===== config.mk =====
export PLATFORM = sky130hd
export DESIGN_NAME = pipe_hazard_ctrl
export DESIGN_NICKNAME = d
export VERILOG_FILES = /design/src/rtl/pipe_pkg.sv /design/src/rtl/pipe_dest_tracker.sv /design/src/rtl/pipe_hazard_ctrl.sv
export SDC_FILE = /design/constraint.sdc
export NUM_CORES = 1
export LEC_CHECK = 0
export ABC_CLOCK_PERIOD_IN_PS = 2000
export CAP_MARGIN = 20
export CORE_MARGIN = 10
export CORE_UTILIZATION = 51
export DETAILED_ROUTE_END_ITERATION = 10
export PLACE_DENSITY_LB_ADDON = 0.15
export SYNTH_ARGS = -nofsm -noshare
export SYNTH_HDL_FRONTEND = slang
export SYNTH_HIERARCHICAL = 1
export SYNTH_SLANG_ARGS = --single-unit

===== constraint.sdc =====
create_clock -name clk -period 2 [get_ports clk]
set_input_delay 0.5 -clock clk [delete_from_list [all_inputs] [get_ports clk]]
set_output_delay 0.5 -clock clk [all_outputs]
set_load 0.005 [all_outputs]

===== src/rtl/pipe_pkg.sv =====
// Shared types and constants for the pipeline hazard controller: tracked-stage
// record, forwarding select codes and the memory-wait FSM state.
package pipe_pkg;

    localparam int unsigned REG_W  = 5;
    localparam int unsigned STAGES = 3;

    localparam int unsigned ST_EX  = 0;
    localparam int unsigned ST_MEM = 1;
    localparam int unsigned ST_WB  = 2;

    localparam logic [1:0] FWD_RF    = 2'd0;
    localparam logic [1:0] FWD_EXMEM = 2'd1;
    localparam logic [1:0] FWD_MEMWB = 2'd2;

    typedef enum logic {
        IDLE,
        WAIT
    } mem_state_e;

    typedef struct packed {
        logic             v;
        logic             wr;
        logic [REG_W-1:0] rd;
        logic             ld;
        logic             mem;
    } dest_t;

    localparam dest_t DEST_EMPTY = '0;

    // MEM (younger) beats WB; a load sitting in MEM has no data to forward yet.
    function automatic logic [1:0] fwd_select(
        input dest_t            mem_st,
        input dest_t            wb_st,
        input logic             use_en,
        input logic [REG_W-1:0] src
    );
        logic [1:0] sel;
        sel = FWD_RF;
        if (mem_st.v && mem_st.wr && !mem_st.ld && use_en && (src == mem_st.rd)) begin
            sel = FWD_EXMEM;
        end else if (wb_st.v && wb_st.wr && use_en && (src == wb_st.rd)) begin
            sel = FWD_MEMWB;
        end
        return sel;
    endfunction

endpackage


===== src/rtl/pipe_dest_tracker.sv =====
// Three-deep shadow of in-flight destinations (EX, MEM, WB) with freeze and
// bubble-injection control; shared by hazard and future flush logic.
module pipe_dest_tracker
    import pipe_pkg::*;
(
    input  logic  clk,
    input  logic  rst,
    input  logic  i_freeze,
    input  logic  i_bubble,
    input  dest_t i_id,
    output dest_t o_stage [STAGES]
);

    dest_t r_stage [STAGES];
    dest_t w_ex_in;

    always_comb begin
        w_ex_in = i_id;
        if (i_bubble || !i_id.v) begin
            w_ex_in = DEST_EMPTY;
        end
    end

    always_ff @(posedge clk or posedge rst) begin
        if (rst) begin
            for (int s = 0; s < int'(STAGES); s++) begin
                r_stage[s] <= DEST_EMPTY;
            end
        end else if (!i_freeze) begin
            r_stage[ST_EX] <= w_ex_in;
            for (int s = 1; s < int'(STAGES); s++) begin
                r_stage[s] <= r_stage[s-1];
            end
        end
    end

    assign o_stage = r_stage;

endmodule


===== src/rtl/pipe_hazard_ctrl.sv =====
// Pipeline sequencing: load-use stall/bubble, ALU operand forwarding selects
// and a memory-wait FSM that freezes the pipeline until the RAM acknowledges.
module pipe_hazard_ctrl
    import pipe_pkg::*;
(
    input  logic             clk,
    input  logic             rst,
    input  logic             id_valid,
    input  logic [REG_W-1:0] id_src0,
    input  logic [REG_W-1:0] id_src1,
    input  logic             id_use0,
    input  logic             id_use1,
    input  logic             id_write,
    input  logic [REG_W-1:0] id_writeReg,
    input  logic             id_ReadMem,
    input  logic             id_WriteMem,
    input  logic             mem_ready,
    output logic             stall_if,
    output logic             stall_id,
    output logic             bubble_ex,
    output logic             freeze,
    output logic [1:0]       fwd_sel0,
    output logic [1:0]       fwd_sel1,
    output logic             mem_busy
);

    mem_state_e r_state;
    mem_state_e w_state_next;
    dest_t      w_id;
    dest_t      w_stage [STAGES];
    dest_t      w_ex;
    dest_t      w_mem;
    dest_t      w_wb;
    logic       w_hz;
    logic       w_freeze;
    logic       w_mem_req;

    always_comb begin
        w_id.v   = id_valid;
        w_id.wr  = id_valid & id_write;
        w_id.rd  = id_writeReg;
        w_id.ld  = id_valid & id_ReadMem;
        w_id.mem = id_valid & (id_ReadMem | id_WriteMem);
    end

    pipe_dest_tracker u_tracker (
        .clk      (clk),
        .rst      (rst),
        .i_freeze (w_freeze),
        .i_bubble (bubble_ex),
        .i_id     (w_id),
        .o_stage  (w_stage)
    );

    assign w_ex  = w_stage[ST_EX];
    assign w_mem = w_stage[ST_MEM];
    assign w_wb  = w_stage[ST_WB];

    assign w_hz = id_valid & w_ex.v & w_ex.wr & w_ex.ld &
                  ((id_use0 & (id_src0 == w_ex.rd)) | (id_use1 & (id_src1 == w_ex.rd)));

    assign w_mem_req = w_mem.v & w_mem.mem;

    always_ff @(posedge clk or posedge rst) begin
        if (rst) begin
            r_state <= IDLE;
        end else begin
            r_state <= w_state_next;
        end
    end

    // Freeze is raised combinationally on the first unready cycle, not a cycle later.
    always_comb begin
        w_state_next = r_state;
        w_freeze     = 1'b0;
        unique case (r_state)
            IDLE: begin
                if (w_mem_req && !mem_ready) begin
                    w_state_next = WAIT;
                    w_freeze     = 1'b1;
                end
            end
            WAIT: begin
                if (mem_ready) begin
                    w_state_next = IDLE;
                end else begin
                    w_freeze = 1'b1;
                end
            end
        endcase
    end

    assign freeze    = w_freeze;
    assign stall_if  = w_freeze | w_hz;
    assign stall_id  = w_freeze | w_hz;
    assign bubble_ex = w_hz & ~w_freeze;
    assign mem_busy  = (r_state == WAIT);

    assign fwd_sel0 = fwd_select(w_mem, w_wb, id_use0, id_src0);
    assign fwd_sel1 = fwd_select(w_mem, w_wb, id_use1, id_src1);

endmodule

==> results.txt, run 1 <==
The flow ran to the end, but the final reports show violations. The checks that failed: setup timing. The setup violation total in the final timing report is 7. In this run, post-CTS hold repair placed 0 buffers. Of all nets on the critical path, the largest fanout is 3. The post-synthesis to final-layout area growth is 48.9%. The first global-routing pass estimated just under 7000 um of wire.

Dividing total power by cell area gives a power density of 604 nW/um2. Traced cell by cell, the critical path runs through buf_6 -> xor2_1 -> or4_4 -> a21oi_2 -> buf_2. The number of DRC violations after detailed-routing iteration 0 came out at 55.

The analysis attributes to cell leakage a power of 1.06 nW. The via count came out at 1,221. The peak ir drop on the vdd network is ~0.00053 V. The total routing resource utilization after global routing came out at 15.8%. The die covers about 5600 um2. The maximum cell stage delay along the critical path came out at 0.50 ns. The deepest level of the CTS H-tree came out at 1.

The clock reaches the later pin of the worst-skew pair after 0.32 ns. Counting every instance in the synthesized netlist gives about 130. The met1 usage came out at 18.8%. The number of buffer cells added on primary ports is 32. The number of clock sinks came out at 26. The length of the first detailed-routing pass in iterations is 4. The critical path is of the flip-flop to output pin type. met2 is the most crowded layer.

The floorplan step set the die width to 74.9 um. At the end of routability-driven placement, the weighted congestion stood at 0.874. For this run the aggregate overflow at the end of global routing stands at 0. For the pin with the worst max-slew slack, the measured transition is around 0.32 ns. Entering global routing, the biggest net connects 26 pins. The average size of a mapped cell came out at 11.9 um2. Synthesis produced a netlist with a net count of 153. At the end of the flow the core is filled with cells to 80.9%. The effective utilization at floorplan came out at 54.4%. Derived from the worst setup path, the maximum achievable clock frequency is 421 MHz. The cell type of the slowest stage on the worst timing path is sky130_fd_sc_hd__or4_4. The layout cell share with drive strength beyond 1 is 52.5%. The number of global-route vias before repair came to 1,364.

The setup clock skew after layout came out at 0.00497 ns. The max-cap violation count is 0. The routed design has 4410 um of wire. The floorplan step set the die height to 74.9 um. The number of design rule violations left after detail routing is 0. The worst path uses 119% of the clock period. The top-level I/O count is 33. The top cell types in the final layout, fill and taps aside, are 32 x sky130_fd_sc_hd__buf_4, 22 x sky130_fd_sc_hd__dfrtp_1, 16 x sky130_fd_sc_hd__mux2_4.

The CTS tree is yes. The count of endpoints failing hold in the final timing report is 0. The post-placement worst setup slack is -0.925 ns. The met2 global-route usage came out at 27.9%. Setup repair after global routing could not meet its margin everywhere. Clock tree synthesis inserted a total of 3 buffers. Leaving out fill and tap cells, the most frequent cell in the layout is sky130_fd_sc_hd__buf_4. The number of diodes added for antenna fixing is 0. The area of the mapped netlist came out at 1540 um2. The class of the tightest hold or removal check is primary input to asynchronous set/reset pin. The worst relative slew slack is 78.7%.

Among cell families on the critical path, the largest total delay comes from simple AND/OR/NAND/NOR gates. Dividing the detail-routed wire length by the instance count gives 19.1 um. The number of buffer and inverter stages on the critical path came out at 2. The overall power is between 1 and 1.5 mW. The synthesis warning total is 6. The worst setup path is captured at an output pin. The average vias per placed instance came out at 5.29. The number of antenna violations at the first check in global routing is 0.

The clock-pin slew on the worst setup and hold paths came out at 0.14 ns. The final max-slew violation count is 0. The final critical path time including I/O delays and setup is 2.38 ns.

The required time of the critical path came out at 1.50 ns. Setup slack on the critical path of the routed design comes to -0.375 ns. The net count of the finished layout is roughly 230. The global routing met3 resource utilization came out at 2.76%.

The deepest clock path buffer count came out at 2. The area of the placeable core came out at 2830 um2. The total number of placement rows is 19. The remaining antenna violation count after routing is 0.

The CTS root buffer is sky130_fd_sc_hd__clkbuf_4. The signal arrival time at the worst endpoint came out at about 1.9 ns. The detailed placer's ending HPWL came out at 3020 um. The sort of element at the start of the critical path is a flip-flop.
metrics by stage:
step                      area (um2)  cells  TNS (ns)  hold WS [ns]
after floorplan                 1540    129         0         0.229
after global placement          2050    216     -8.92         0.482
after detailed placement        2050    216     -9.51         0.515
after CTS                       2210    226     -1.69         0.308
after global routing            2290    231     -2.13         0.323
final                           2290    231     -1.57         0.320
timing repair:
action,4_1_cts,5_1_grt
hold endpoints to repair,0,0
pin swaps,21,13
cloned,0,0
resized for setup,75,18
setup endpoints to repair,17,16
buffers inserted,6,5
power by group:
| group | internal (mW) | switching, mW |
|---|---|---|
| Clock | 0.111 | 0.156 |
| Combinational | 0.280 | 0.180 |
| Sequential | 0.583 | 0.0724 |
flip-flops by register name (all words and copies together), names as in the netlist:
signal,cells
mem_busy,1
u_tracker/o_stage,25
layer usage:
| layer | routed length, um | part of all wire, % |
|---|---|---|
| met5 | 0 | 0 |
| met4 | 69 | 1.6 |
| met3 | 166 | 3.8 |
| met2 | 2380 | 54 |
| met1 | 1790 | 41 |
worst register-to-register path: cells and delay by family, from the launching register on:
family / cells / cell delay [ns]
flops: 1 / 0.46
simple gates: 2 / 0.61
xor+xnor: 1 / 0.17
compound gates: 2 / 0.24
buf+inv: 2 / 0.31
layout make-up:
cell class              count  area (um2)
repair buffers             72         607
well taps                  31        38.8
flip-flops and latches     26         656
inverters                   2        7.51
multi-input cells          96         945
clock buffers               4        36.3
fillers                   171         539
path summary, 6_finish.rpt:
path,end,slack [ns],cells after the start,startpoint
worst min register to register,u_tracker/o_stage[18],0.54,2,u_tracker/o_stage[18]
worst max register to register,u_tracker/o_stage[25],0.12,7,u_tracker/o_stage[24]
min in group clk,u_tracker/o_stage[18],0.54,2,u_tracker/o_stage[18]
worst max-delay path,bubble_ex,-0.38,5,u_tracker/o_stage[24]
max in group asynchronous,u_tracker/o_stage[13],1.18,3,rst
worst min-delay path,mem_busy,0.32,2,rst
Power figures use the tool's default switching activity.
==> inputs of run 2 (changes only) <==
CELL_PAD_IN_SITES_DETAIL_PLACEMENT = 0   (was not set)
CELL_PAD_IN_SITES_GLOBAL_PLACEMENT = 2   (was not set)
CORE_UTILIZATION = 33   (was 51)
RECOVER_POWER = 100   (was not set)
==> run 2 against run 1 <==
The run still ends with setup timing left; design area is 1.4% lower; combinational power is 12% lower; register-to-register slack worse by 0.08 ns; via count is 2.8% lower; power is 0.83% higher; global-route usage is 5.1 points lower; clock power is 28% higher; fmax is 2.4% higher; critical path depth stayed put; highest routed layer unchanged.
==> results.txt, run 2 (synthesis results as in run 1) <==
The max-cap violation count is 0. The wire length of the first global-routing pass came out at 6580 um. The number of design rule violations left after detail routing is 0. The die is about 88 um tall. STA puts the critical path data required time at around 1.5 ns.

Setup violations remaining at the end of the flow were counted as 3. The maximum achievable frequency is 431 MHz. After global routing, the most crowded layer is met2.

The leakage power total is 1.04 nW. Detailed placement finished with a half-perimeter wire length of 3040 um. Detailed routing inserted a total of 1,187 vias. The average wire per standard cell came out at 15.7 um. For this run the aggregate overflow at the end of global routing stands at 0. The critical path in this run is classified as flip-flop to output pin.

The cell sitting at the root of the clock tree is a sky130_fd_sc_hd__clkbuf_8. Power spread over the standard cell area amounts to approximately 620 nW/um2. For the final database, setup skew stands at 0.00182 ns. Total power for the finished layout comes to 1.40 mW. The effective utilization at floorplan came out at 34.6%. The flow ran to the end, but the final reports show violations. The flip-flop count of the largest register after layout is 25. The number of clock sinks is 26. The startpoint identified for the worst hold timing path is u_tracker/o_stage[18]. The number of hold-repair buffers added at the cts stage is 0. The worst hold slack came out at 0.508 ns.

The setup slack of the most critical reg-to-reg path came out at 0.04 ns. The sort of element at the start of the critical path is a flip-flop. Counting the fill cells in the layout gives roughly 430. The worst register-to-register path begins at u_tracker/o_stage[22]. The deepest clock path buffer count came out at 2.

33 I/O pins were placed. The worst hold path terminates at u_tracker/o_stage[18]. The number of nets in the final layout came out at ~230. The length of the first detailed-routing pass in iterations came out at 4. In this run the tool buffered the top-level ports with 32 buffer cells. The number of diodes added for antenna fixing came out at 0.

The length in cells of the worst reg-to-reg path came out at 8. The met1 usage came out at 13.8%. The number of buffers created by CTS came out at 3.

The final max-slew violation count is 0. The number of antenna violations at the first check in global routing came out at 0. Setup repair after global routing could not meet its margin everywhere.

The region available for standard cell placement spans between 4000 and 5000 um2. The final reports fail on setup timing. The number of global-route vias before repair is 1,331.

Counting instances, the worst hold path has a depth of 2. Measured along the x axis, the die boundary spans 88.3 um. Leaving out fill and tap cells, the most frequent cells in the layout are 29 x sky130_fd_sc_hd__buf_4, 23 x sky130_fd_sc_hd__dfrtp_1, 15 x sky130_fd_sc_hd__buf_2. The pin count of the biggest net entering global routing came out at 26. The clock network latency to the later pin of the worst-skew pair is 0.27 ns. Cells with a size suffix above 1 make up between 40% and 50% of the layout. The count of endpoints failing hold in the final timing report is 0. The number of DRC violations after detailed-routing iteration 0 is 36. The weighted congestion reported at the end of routability-driven placement is 0.860. The global routing met3 resource utilization came out at under 10%. The total wire length after detailed routing came out at 4030 um. Leaving out fill and tap cells, the most frequent cell in the layout is sky130_fd_sc_hd__buf_4.

The average vias per placed instance is 4.64. TritonCTS built the clock tree. The worst setup slack after layout is -0.319 ns.

Setup total negative slack on the finished layout was measured at -0.898 ns. In this run the worst path has a maximum fanout of 2. The final critical-path share of the clock period came out at 116%. The die covers 7790 um2.

From synthesis to final layout, the design area changed by 46.8%. The final critical path time including I/O delays and setup is 2.32 ns. The peak ir drop on the vdd network is 0.000240 V.

The deepest level of the CTS H-tree came out at 1. In this run the remaining antenna-violating nets after routing total 0. Global routing used 10.7% of the available tracks.

In this run the worst setup path begins at u_tracker/o_stage[22]. The clock-pin slew on the worst setup and hold paths is 0.09 ns. In this run the worst hold path is classified as flip-flop to flip-flop.

The endpoint identified for the worst register-to-register timing path is u_tracker/o_stage[26]. The met2 global-route usage is between 10% and 20%. After floorplanning, the core was divided into 24 placement rows. For the pin with the worst max-slew slack, the measured transition is approximately 0.64 ns. The nature of the critical path endpoint is an output pin.

Data arrives at the worst endpoint at between 1.5 and 2 ns. The worst relative slew slack is ~57%.
[run 2: cell types whose count changed in the layout (fill, tap and decap cells not counted), moves of 2 or more]
cell                              previous run  this run
sky130_fd_sc_hd__clkdlybuf4s15_2             3         0
sky130_fd_sc_hd__mux2_4                     16         3
sky130_fd_sc_hd__clkbuf_2                    1         4
sky130_fd_sc_hd__clkbuf_8                    1         4
sky130_fd_sc_hd__dlygate4sd3_1               0         2
sky130_fd_sc_hd__clkbuf_4                    3         1
sky130_fd_sc_hd__mux2_1                      0        13
sky130_fd_sc_hd__dlygate4sd2_1               6         4
sky130_fd_sc_hd__buf_2                       8        15
sky130_fd_sc_hd__clkbuf_1                    0         2
sky130_fd_sc_hd__buf_4                      32        29
sky130_fd_sc_hd__nand2b_4                    0         2
sky130_fd_sc_hd__clkdlybuf4s50_1            10         8
[run 2: repair_timing]
| item | in CTS | in global routing |
|---|---|---|
| cloned | 0 | 1 |
| pin swaps | 20 | 11 |
| setup buffers | 3 | 6 |
| gates resized for setup | 82 | 19 |
| setup endpoints to repair | 17 | 16 |
[run 2: worst max path at each step]
| stage | end | depth (start not counted) |
|---|---|---|
| after global routing | stall_if | 6 |
| after CTS | bubble_ex | 5 |
| after global placement | bubble_ex | 5 |
| final | bubble_ex | 5 |
| after detailed placement | bubble_ex | 6 |
| after floorplan | stall_if | 4 |
[run 2: layout make-up]
class | instances | area [um2] | share of cell area, %
clock buffer | 4 | 55.1 | 2.44
inverter | 2 | 7.51 | 0.333
multi-input combinational | 97 | 898 | 39.8
sequential | 26 | 654 | 29.0
tap | 52 | 65.1 | 2.88
timing repair buffer | 75 | 577 | 25.6
[run 2: critical path: stages, from the launching register on]
cell and delay (ns):
sky130_fd_sc_hd__dfrtp_1 0.39, sky130_fd_sc_hd__buf_4 0.15, sky130_fd_sc_hd__xor2_1 0.16, sky130_fd_sc_hd__or4_4 0.54, sky130_fd_sc_hd__a21oi_4 0.18, sky130_fd_sc_hd__buf_2 0.13
[run 2: layer usage]
metal	vias up	part of all wire, %
li1	596	-
met1	570	48
met2	19	46
met3	2	5.1
met4	0	0.52
met5	-	0
[run 2: per-stage QoR]
| step | util, % | area [um2] | setup slack (ns) | instances |
|---|---|---|---|---|
| after global routing | 50.8 | 2260 | -0.379 | 256 |
| final | 50.8 | 2260 | -0.319 | 256 |
| after global placement | 48.1 | 2140 | -0.935 | 243 |
| after floorplan | - | 1540 | 0.113 | 129 |
| after detailed placement | 48.1 | 2140 | -0.949 | 243 |
| after CTS | 51.4 | 2280 | -0.416 | 250 |
[run 2: report_power, final]
group          internal (mW)  leakage [nW]  switching (mW)  total [mW]
clock network          0.176        0.0288           0.167       0.343
logic                  0.243         0.682           0.162       0.405
registers              0.583         0.332          0.0649       0.648
==> inputs of run 3 (changes only) <==
ABC_CLOCK_PERIOD_IN_PS = 3000   (was 2000)
CORE_UTILIZATION = 36   (was 33)
REMOVE_ABC_BUFFERS = 1   (was not set)
clock period = 3 ns   (was 2 ns; I/O delays follow)
==> run 3 against run 2 <==
The run now ends clean; die area is 6.5% lower; count of clock-buffer cells in the layout fell by 1; hold slack worse by 0.015 ns; power fell by 41%; non-clock buffer count shrank 26; critical path depth grew 1; design area shrank 12%; highest routed layer unchanged.
==> results.txt, run 3 (synthesis results as in run 1) <==
The deepest clock path buffer count came out at 2. The area growth from synthesis to layout is 28.8%. The pre-antenna-repair detailed-routing pass consisted of 4 iterations.

The total routing resource utilization after global routing came out at around 10%. The total wire length after detailed routing came out at 3720 um. Routability-driven placement finished with a final weighted congestion of 0.812. The detailed placer's ending HPWL is 2920 um.

Setup violations remaining at the end of the flow were counted as 0. The total number of placement rows is 23. The max-cap violation count came out at 0. The number of antenna violations at the first check in global routing was 0. Along the worst path, the maximum fanout reaches 2. The die span in y came out at approximately 85 um. The kind of cell with the highest combined delay along the critical path is simple AND/OR/NAND/NOR gates. Headroom to the max-slew limit came out at roughly 4.4%. The nature of the critical path endpoint is an output pin. Entering global routing, the biggest net connects 26 pins. The tightest min-delay check is of the flip-flop to flip-flop type.

The average wire per standard cell came out at between 15 and 20 um. The commonest non-fill, non-tap cell in the layout is sky130_fd_sc_hd__dfrtp_1. The largest single stage delay on the critical path is 0.58 ns. Subtracting the final worst setup slack from the clock period gives 2.93 ns.

The setup clock skew after layout came out at 0.00296 ns. The total congestion overflow is 0. The transition time at the pin with the least slew margin is 1.43 ns. The number of clock sinks is 26. Walking the worst path, the cells encountered are dlygate4sd2_1 -> xnor2_1 -> nand4_1 -> or4_4 -> a21oi_4 -> clkbuf_2.

The signal arrival time at the worst endpoint is approximately 2.2 ns. The peak ir drop on the vdd network is 0.000224 V. The region available for standard cell placement spans 4060 um2.

The tree is rooted in a sky130_fd_sc_hd__clkbuf_8. After detailed routing, the number of vias per cell comes to 4.72. The sort of element at the start of the critical path is a primary input. The die covers 7290 um2. The remaining antenna violation count after routing came out at 0.

The layout cell share with drive strength beyond 1 is 20.5%. The top cell types in the final layout, fill and taps aside, are 26 x sky130_fd_sc_hd__dfrtp_1, 19 x sky130_fd_sc_hd__xnor2_1, 14 x sky130_fd_sc_hd__mux2_1. The critical path contains buffers and inverters numbering 2 combined. The number of nets in the final layout is 202.

Data on the critical path is required at its endpoint by ~2.3 ns. The final max-slew violation count came out at 0. Measured on the finished design, the core utilization comes to between 40 and 50%. Timing would allow up to 341 MHz. Of the available clock period, the critical path in the final layout requires 97.8%.

During placement, the flow inserted port buffers numbering 32. The top-level I/O count is 33. The flip-flop count of the largest register after layout came out at 25. The clock-pin slew on the worst setup and hold paths is approximately 0.09 ns.

The later pin in the worst-skew pair is clocked with a latency of 0.27 ns. The number of DRC violations after detailed-routing iteration 0 is 43. The setup path with the least slack is of type primary input to output pin.

After detailed routing, the number of remaining DRC violations is 0. The initial utilization of the core area, before any placement, comes to 37.9%. The wire length of the first global-routing pass came out at about 6200 um. The worst hold slack is 0.494 ns.

The cell type of the slowest stage on the worst timing path is sky130_fd_sc_hd__or4_4. The final route contains 1,066 vias. Setup repair after global routing left no endpoint under its margin.

The aggregate negative setup slack came out at 0 ns. The number of diodes added for antenna fixing came out at 0. The die width came out at 85.4 um. The run finished with clean final reports. Power spread over the standard cell area amounts to 419 nW/um2. The CTS tree is yes.

The leakage power total is ~0.87 nW. The count of endpoints failing hold in the final timing report came out at 0. The number of buffers created by CTS is 3.

The deepest level of the CTS H-tree is 1. The number of global-route vias before repair is 1,163.
## run 3: cell count changes in the layout (fill, tap and decap cells not counted), moves of 3 or more
cell / previous run / this run
sky130_fd_sc_hd__buf_2: 15 / 0
sky130_fd_sc_hd__buf_4: 29 / 13
sky130_fd_sc_hd__buf_6: 9 / 0
sky130_fd_sc_hd__clkbuf_1: 2 / 6
sky130_fd_sc_hd__clkbuf_2: 4 / 1
sky130_fd_sc_hd__dfrtp_1: 23 / 26
sky130_fd_sc_hd__dfrtp_2: 3 / 0
sky130_fd_sc_hd__dlygate4sd2_1: 4 / 13
sky130_fd_sc_hd__o21ai_0: 0 / 7
sky130_fd_sc_hd__o21ai_1: 9 / 2
sky130_fd_sc_hd__xnor2_1: 13 / 19
sky130_fd_sc_hd__xnor2_2: 9 / 3
## run 3: worst paths after layout
check | start | end | slack, ns | depth (start not counted)
max in group asynchronous | rst | u_tracker/o_stage[6] | 0.74 | 3
min | u_tracker/o_stage[10] | u_tracker/o_stage[10] | 0.49 | 1
min in group asynchronous | rst | mem_busy | 0.76 | 2
max reg2reg | u_tracker/o_stage[23] | u_tracker/o_stage[23] | 0.91 | 6
min reg2reg | u_tracker/o_stage[10] | u_tracker/o_stage[10] | 0.49 | 1
max | id_src1[3] | bubble_ex | 0.07 | 6
## run 3: power breakdown
part / internal, mW / total (mW) / switching [mW]
Sequential: 0.388 / 0.432 / 0.0448
Clock: 0.0900 / 0.198 / 0.108
Combinational: 0.114 / 0.199 / 0.0850
Total: 0.591 / 0.829 / 0.238
## run 3: final cells by class
cell class	count	area [um2]
flip-flops and latches	26	651
inverters	2	7.51
multi-input cells	96	812
repair buffers	49	407
fillers	404	2080
clock buffers	3	41.3
well taps	50	62.6
## run 3: worst register-to-register path: cells and delay by family, from the launching register on
family	cells	cell delay (ns)
simple gates	3	1.01
compound gates	2	0.31
xor+xnor	1	0.20
flops	1	0.45
## run 3: metrics by stage
stage | worst slack (ns) | cell area (um2) | total power [mW] | cells
2_1_floorplan | -0.468 | 1470 | 0.567 | 124
3_3_place_gp | -0.448 | 1970 | 0.663 | 221
3_5_place_dp | -0.445 | 1970 | 0.668 | 221
4_1_cts | -0.0999 | 2030 | 0.867 | 226
5_1_grt | 0.000805 | 1980 | 0.873 | 226
6_report | 0.0654 | 1980 | 0.829 | 226
## run 3: repair_timing
item,in CTS,in global routing
pin swaps,8,4
hold buffers,0,0
hold endpoints to repair,0,0
setup buffers,2,0
gates cloned,0,0
endpoints found under the setup margin,7,4
resized for setup,26,8
## run 3: per-layer routing
metal	share of wire (%)	up-vias	global-route usage [%]
met5	0	-	0
met4	0.59	0	1.80
met3	4.1	2	3.06
met2	44	21	15.8
met1	51	501	14.0
li1	-	542	-
